File: src/rtl/mac_mul_block_pipe.sv
// mac_mul_block_pipe: pipelined multiplier with selectable lane configuration.
// cfg 00 = A2*B2, 01 = {A3,A2}*B2 (both unsigned), 10 = signed {A3..A0}*B2,
// and 11 is an illegal op that still flows through, giving C=0 and err=1.
// Stage 1 registers the four lane products. The middle stages pass them on.
// The shifted sum is formed while loading the output register, so the final
// addition completes in the last stage.
//
// Handshake: an input is accepted on a rising edge when in_valid & in_ready.
// A result is transferred when en & out_valid & out_ready. in_ready depends
// only on en, rst and pipeline state, never on in_valid. While a result waits
// (out_valid=1, out_ready=0) or en=0, C/cfg_out/err and every stage hold. The
// one exception is an empty stage 1, which may still take a new op.
module mac_mul_block_pipe #(
  parameter int MAC_MIN_WIDTH  = 8,
  parameter int MAC_CONF_WIDTH = 2,
  parameter int MAC_INT_WIDTH  = 5 * MAC_MIN_WIDTH,
  parameter int PIPE_STAGES    = 2
) (
  input  logic                      clk,
  input  logic                      rst,
  input  logic                      en,
  input  logic                      in_valid,
  output logic                      in_ready,
  input  logic [MAC_MIN_WIDTH-1:0]  B2,
  input  logic [MAC_MIN_WIDTH-1:0]  A0,
  input  logic [MAC_MIN_WIDTH-1:0]  A1,
  input  logic [MAC_MIN_WIDTH-1:0]  A2,
  input  logic [MAC_MIN_WIDTH-1:0]  A3,
  input  logic [MAC_CONF_WIDTH-1:0] cfg,
  output logic                      out_valid,
  input  logic                      out_ready,
  output logic [MAC_INT_WIDTH-1:0]  C,
  output logic [MAC_CONF_WIDTH-1:0] cfg_out,
  output logic                      err,
  output logic [15:0]               op_count
);

  localparam int W  = MAC_MIN_WIDTH;
  localparam int CW = MAC_CONF_WIDTH;
  localparam int R  = MAC_INT_WIDTH;
  // Each lane product is a signed (W+1) x (W+1) product; 2W+2 bits hold it.
  localparam int PW = 2 * W + 2;

  // Combine the lane products for the given configuration.
  function automatic logic [R-1:0] f_combine(input logic [PW-1:0] p0,
                                             input logic [PW-1:0] p1,
                                             input logic [PW-1:0] p2,
                                             input logic [PW-1:0] p3,
                                             input logic [CW-1:0] c);
    logic [R-1:0] s0;
    logic [R-1:0] s1;
    logic [R-1:0] s2;
    logic [R-1:0] s3;
    logic [R-1:0] res;
    s0 = {{(R-PW){p0[PW-1]}}, p0};
    s1 = {{(R-PW){p1[PW-1]}}, p1};
    s2 = {{(R-PW){p2[PW-1]}}, p2};
    s3 = {{(R-PW){p3[PW-1]}}, p3};
    res = '0;
    if (c == CW'(0)) begin
      res = s2;
    end else if (c == CW'(1)) begin
      res = s2 + (s3 << W);
    end else if (c == CW'(2)) begin
      res = s0 + (s1 << W) + (s2 << (2 * W)) + (s3 << (3 * W));
    end
    return res;
  endfunction

  logic [W-1:0]           w_lane [4];
  logic [PW-1:0]          w_pp   [4];
  logic                   w_quad;
  logic                   w_adv;
  logic                   w_acc;
  logic [R-1:0]           w_fin_c;
  logic [CW-1:0]          w_fin_cfg;
  logic [PIPE_STAGES-1:0] r_vld;

  assign w_lane[0] = A0;
  assign w_lane[1] = A1;
  assign w_lane[2] = A2;
  assign w_lane[3] = A3;
  assign w_quad    = (cfg == CW'(2));

  // Lane products. Quad mode treats B2 and the top lane as signed.
  always_comb begin
    logic [PW-1:0] v_a;
    logic [PW-1:0] v_b;
    v_b = {{(PW-W){w_quad & B2[W-1]}}, B2};
    v_a = '0;
    for (int i = 0; i < 4; i++) begin
      v_a = {{(PW-W){w_quad && (i == 3) && w_lane[i][W-1]}}, w_lane[i]};
      w_pp[i] = v_a * v_b;
    end
  end

  assign w_adv     = en & (~out_valid | out_ready);
  assign in_ready  = rst & en & (~r_vld[0] | w_adv);
  assign w_acc     = in_valid & in_ready;
  assign out_valid = r_vld[PIPE_STAGES-1];

  // Valid chain: shift on advance, otherwise only an empty stage 1 fills.
  always_ff @(posedge clk or negedge rst) begin
    if (!rst) begin
      r_vld <= '0;
    end else if (w_adv) begin
      r_vld[0] <= w_acc;
      for (int k = 1; k < PIPE_STAGES; k++) r_vld[k] <= r_vld[k-1];
    end else if (w_acc) begin
      r_vld[0] <= 1'b1;
    end
  end

  generate
    if (PIPE_STAGES == 1) begin : g_one
      assign w_fin_c   = f_combine(w_pp[0], w_pp[1], w_pp[2], w_pp[3], cfg);
      assign w_fin_cfg = cfg;
    end else begin : g_multi
      logic [PW-1:0] r_pp  [PIPE_STAGES-1][4];
      logic [CW-1:0] r_cfg [PIPE_STAGES-1];

      // Partial-product stages: stage 1 loads on accept, the rest shift.
      always_ff @(posedge clk or negedge rst) begin
        if (!rst) begin
          for (int s = 0; s < PIPE_STAGES - 1; s++) begin
            r_cfg[s] <= '0;
            for (int i = 0; i < 4; i++) r_pp[s][i] <= '0;
          end
        end else begin
          if (w_acc) begin
            r_cfg[0] <= cfg;
            for (int i = 0; i < 4; i++) r_pp[0][i] <= w_pp[i];
          end
          if (w_adv) begin
            for (int s = 1; s < PIPE_STAGES - 1; s++) begin
              r_cfg[s] <= r_cfg[s-1];
              for (int i = 0; i < 4; i++) r_pp[s][i] <= r_pp[s-1][i];
            end
          end
        end
      end

      assign w_fin_c   = f_combine(r_pp[PIPE_STAGES-2][0], r_pp[PIPE_STAGES-2][1],
                                   r_pp[PIPE_STAGES-2][2], r_pp[PIPE_STAGES-2][3],
                                   r_cfg[PIPE_STAGES-2]);
      assign w_fin_cfg = r_cfg[PIPE_STAGES-2];
    end
  endgenerate

  // Output stage: final sum, captured cfg and illegal flag move together.
  always_ff @(posedge clk or negedge rst) begin
    if (!rst) begin
      C       <= '0;
      cfg_out <= '0;
      err     <= 1'b0;
    end else if (w_adv) begin
      C       <= w_fin_c;
      cfg_out <= w_fin_cfg;
      err     <= (w_fin_cfg > CW'(2));
    end
  end

  // Saturating count of results taken downstream.
  always_ff @(posedge clk or negedge rst) begin
    if (!rst) begin
      op_count <= '0;
    end else if (en && out_valid && out_ready && (op_count != 16'hFFFF)) begin
      op_count <= op_count + 16'd1;
    end
  end

endmodule

File: config.mk
export PLATFORM = sky130hd
export DESIGN_NAME = mac_mul_block_pipe
export DESIGN_NICKNAME = d
export VERILOG_FILES = /design/src/rtl/mac_mul_block_pipe.sv
export SDC_FILE = /design/constraint.sdc
export NUM_CORES = 1
export LEC_CHECK = 0
export CAP_MARGIN = 20
export CORE_MARGIN = 2
export CORE_UTILIZATION = 55
export DETAILED_ROUTE_END_ITERATION = 10
export PLACE_DENSITY = 0.74
export SYNTH_ARGS = -nofsm -noshare
export SYNTH_HDL_FRONTEND = slang
export SYNTH_SLANG_ARGS = --single-unit
File: constraint.sdc
create_clock -name clk -period 6.3 [get_ports clk]
set_input_delay 1.26 -clock clk [delete_from_list [all_inputs] [get_ports clk]]
set_output_delay 1.26 -clock clk [all_outputs]
set_load 0.01 [all_outputs]
======== Word level (Yosys, flattened, before mapping) ========
Cells that the tools add are included.
W data, S select, Z words.
word-level totals
  logic and storage cells ................. 45
  input port bits ......................... 47
  RAM bits ................................ 0
  bits in read-only memories .............. 0
  memories kept ........................... 0
  bits in latches ......................... 0
  register bits after elaboration ......... 135
  output and inout bits ................... 61
cells by class
  multipliers ............................. 4
  $add $sub $neg .......................... 5
  reductions and logical operators ........ 6
  mux-type cells .......................... 5
  shift-type cells ........................ 0
  divide/modulo/power cells ............... 0
  $lt $le $gt $ge ......................... 1
  bitwise operators ....................... 9
  equality and inequality tests ........... 4
operators by type and width
  operator                 count
  $mux W40                 3
  $mul A9 B9 Y18           4
  $add A18 B26 Y27         2
  $add A40 B40 Y40         1
  $add A27 B34 Y35         1
  $add A16 B1 Y16 const B  1
  $ne A16 B16 Y1 const B   1
  $and A1 B1 Y1            5
  $eq A2 B2 Y1 const B     2
  $logic_and A1 B1 Y1      4
  $eq A2 B1 Y1 const B     1
  $gt A2 B2 Y1 const B     1
  $logic_not A2 Y1         1
  $mux W1                  2
  $not A1 Y1               2
  $or A1 B1 Y1             2
  $reduce_bool A2 Y1       1

======== Depth between registers and ports, before layout ========
  depth in word-level cells ............... 8
  mapped depth ............................ 24
  gate-level depth less buffers ........... 24

======== Least setup slack after synthesis ========
OpenSTA, ideal clock, no wires.
  kind .................................... input -> register
  start point ............................. input port A3[7]
  end point ............................... register g_multi.r_pp[17] (netlist name)
  library setup time ...................... 0.130 ns
  data required time ...................... 6.170 ns
  data arrival time ....................... 6.356 ns
  setup slack ............................. -0.186 ns
  stages .................................. 24
  path buffers ............................ 2
  cell sequence ........................... clkbuf_1 > and3b_1 > clkbuf_1 > nand2_1 > fa_1 > inv_1 > fa_1 > inv_1 > fa_1 > inv_1 > fa_1 > inv_1 > fa_1 > inv_1 > ha_1 > a21oi_1 > o21bai_1 > a21oi_1 > o21ai_0 > a211oi_1 > o21bai_1 > a21oi_1 > xnor2_1 > o21ai_0
between the ends
  longest elaborated chain between the ends .. 2
ends and longest elaborated chain
  element              RTL line  text
  from (decl)          28        input logic [MAC_MIN_WIDTH-1:0] A3,
  $logic_and A1 B1 Y1  92        v_a = {{(PW-W){w_quad && (i == 3) && w_lane[i][W-1]}}, w_lane[i]};
  $mul A9 B9 Y18 *     93        w_pp[i] = v_a * v_b;
Mark *: on every way between the ends. The rest lies on a longest branch, timed or not.
A chain may end at the register's enable or synchronous reset.

======== Final worst setup path ========
  start point ............................. input port cfg[0]
  end point ............................... register g_multi.r_pp[53] (netlist name)
between the ends
  longest elaborated chain between the ends .. 3
ends and longest elaborated chain
  element         RTL line  text
  from (decl)     29        input logic [MAC_CONF_WIDTH-1:0] cfg,
  $eq A2 B2 Y1    83        assign w_quad = (cfg == CW'(2));
  $and A1 B1 Y1   89        v_b = {{(PW-W){w_quad & B2[W-1]}}, B2};
  $mul A9 B9 Y18  93
No other way between the ends.

==> metrics.md <==
| Metric | Value |
|---|---|
| CORE AREA | `around 34000 µm²` |
| Die area | `35700 µm²` |
| Post-synth EDFFs | `0` |
| Max cap viols | `0` |
| Num CTS Buffers | `17` |
| Longest Clk Path Bufs | `2` |
| GRT Total Usage | `0.269` |
| Vias after detailed routing | `between 15000 and 20000` |
| Final setup vio count | `0` |
| Total grt overflow | `0` |
| CTS tree | `done` |
| CP required | `between 6000 and 7000 ps` |
| Synthesized Nets | `between 2000 and 3000` |
| Sequential element share of the synthesized area | `0.179` |
| Antenna-violating nets left | `0` |
| Async S/R FF share, synth | `1.00` |
| Distinct cells, synth | `68` |
| Critical Path Fanout Max | `6` |
| Post-Route Skew | `11.0 ps` |
| Clk root buf | `clkbuf_16` |
| Ys Warns | `0` |
| Synth Flop Type | `dfrtp_1` |
| Setup crit end kind | `flop` |
| Post-Route Setup TNS | `0 ps` |
| Initial DRC count | `1069` |
| Area grow syn2layout | `18.9%` |
| Post-Synthesis Cell Area | `approximately 19000 µm²` |
| Placed cells | `roughly 2700` |
| Residual DRC count | `0` |
| Status | `finished clean` |
| Max Freq | `164 MHz` |
| Syn avg cell area | `9.04 µm²` |
| Nets | `2821` |
| Synthesized flop and latch total | `between 100 and 150` |
| Number of port buffers | `roughly 110` |
| Final Cell Area | `about 22000 µm²` |
| Total power | `between 0.008 and 0.009 W` |
| Min-delay worst type | `reg2reg` |
| Finished Layout Cells | `around 2800` |
| Row cnt | `67` |
| Min Tclk post-route | `approximately 6100 ps` |
| Wire length per cell | `~18 µm` |
| Diode count | `0` |
| Latest clock arrival within the worst-skew pair | `around 440 ps` |
| Vias per cell | `5.49` |
| Initial antenna violation count | `0` |
| Vias in the first global route | `approximately 15000` |
| Hold_buf cts | `0` |
| Dpl ws | `-515 ps` |
| First-pass iteration count of the detailed router | `5` |
| Largest net degree at the start of global routing | `74` |
| Final setup margin | `approximately 200 ps` |
| LEAKAGE | `around 12 nW` |
| GPL Wtd Cong | `roughly 0.93` |
| Initial Util | `0.560` |
| Num ports | `108` |
| Max Transition Viols Final | `0` |
| Clk slew on worst S/H paths | `about 60 ps` |
| Worst setup path class | `in2reg` |
| Pwr per Cell Area | `just under 400 nW/µm²` |
| Most frequent cells in the layout | `inv_1, nand2_1, ha_1` |
| Worst-Margin Slew | `between 900 and 1000 ps` |
| Die height | `approximately 190 µm` |
| Critical path launch point type | `input port` |
| Commonest non-fill, non-tap cell in the layout | `inv_1` |
| Total routed wirelength | `~50000 µm` |
| Die Wd | `roughly 190 µm` |
| Clock sink count | `roughly 140` |
| Max VDD drop | `0.268 mV` |
| Layout cells sized above 1 | `0.111` |
| Syn Inst Count | `2081` |
| Post-DP HPWL | `roughly 38000 µm` |
| CTS HTree Levels | `4` |
| Crit share post-route | `0.968` |
| Worst rel slew slack | `0.367` |
| Global-route wire length before repair | `76400 µm` |
| Hold Vio Cnt, Final | `0` |
| # fillers | `2707` |
| CP arrival | `6390 ps` |
| Placed instance area | `21400 µm²` |
==> metrics by stage <==
stage | hold slack, ps | utilization
after floorplan | 450 | -
after global placement | 461 | 0.638
after detailed placement | 469 | 0.638
after CTS | 482 | 0.658
after global routing | 505 | 0.666
final | 475 | 0.666
==> critical path, stage by stage <==
cell	delay, ps
dlygate4sd2_1	310
and3b_1	270
buf_4	200
nand2b_1	90
fa_1	510
fa_1	430
fa_1	500
inv_1	50
fa_1	490
inv_1	60
fa_1	500
inv_1	50
ha_1	300
a21oi_2	160
o21bai_1	90
a21oi_2	160
o21bai_1	100
a211o_1	280
a21o_1	180
a21oi_1	170
xnor2_1	130
o21ai_0	80
==> state kept, by name (all words and copies together) (netlist names) <==
register	count
op_count	16
g_multi.r_pp	72
r_vld	2
C	40
g_multi.r_cfg	2
err	1
cfg_out	2
==> layer usage <==
metal | routed length, µm | vias to the layer above | global-route usage
li1 | - | 7132 | -
met1 | 21200 | 7395 | 0.372
met2 | 22900 | 496 | 0.437
met3 | 3500 | 79 | 0.0454
met4 | 1080 | 0 | 0.0787
met5 | 0 | - | 0
==> final cells by class <==
type                       count  area (µm²)  share of cell area
tap                          448         561              0.0251
inverter                     322        1210              0.0540
clock buffer                  21         470              0.0210
sequential                   135        3380               0.151
clock inverter                11         219             0.00979
timing repair buffer         267        2490               0.111
multi-input combinational   1547       14000               0.628
==> what timing repair did <==
action                                  in CTS  in global routing
resized for setup                            4                 32
setup buffers                                0                  2
pin swaps                                    0                  8
endpoints found under the setup margin       5                 15
cloned                                       0                  5
==> power by group <==
part	switching (W)	internal, W	leakage (nW)
Sequential	0.000331	0.00118	1.72
Clock	0.000390	0.000774	0.333
Combinational	0.00332	0.00290	9.80
Total	0.00404	0.00485	11.8
==> logic make-up (layout without fill, tap and decap cells) <==
group,after synthesis,in the layout,synth area share
and+or+nand+nor,579,579,0.145
adders and majority gates,484,484,0.409
buffers and inverters,399,621,0.0798
AOI/OAI and AO/OA,330,330,0.110
DFF,135,135,0.179
xor gates and xnor gates,119,119,0.0554
muxes,35,35,0.0205
==> synthesized netlist by cell type (16+ instances only) <==
master	count	area share
a21o_1	36	0.014
a21oi_1	83	0.022
and2_1	122	0.041
clkbuf_1	64	0.013
dfrtp_1	135	0.18
fa_1	220	0.23
ha_1	264	0.18
inv_1	321	0.064
mux2_2	29	0.017
nand2_1	273	0.054
nand2b_1	25	0.0083
nand3_1	21	0.0056
nor2_1	81	0.016
nor3_1	16	0.0043
o21ai_0	104	0.028
o21bai_1	20	0.0080
xnor2_1	82	0.038
xor2_1	37	0.017
==> path summary, 6_finish.rpt <==
path,from,to,slack (ps),depth (start not counted)
hold / removal,C[30]$_DFFE_PN0P_,C[30]$_DFFE_PN0P_,480,2
min in group asynchronous,rst,op_count[9]$_DFFE_PN0P_,790,1
max in group asynchronous,rst,g_multi.r_pp[60]$_DFFE_PN0P_,4140,2
setup / recovery,cfg[0],g_multi.r_pp[53]$_DFFE_PN0P_,200,22
setup reg to reg,g_multi.r_pp[71]$_DFFE_PN0P_,C[38]$_DFFE_PN0P_,680,22
hold reg to reg,C[30]$_DFFE_PN0P_,C[30]$_DFFE_PN0P_,480,2
Power figures use the tool's default switching activity.
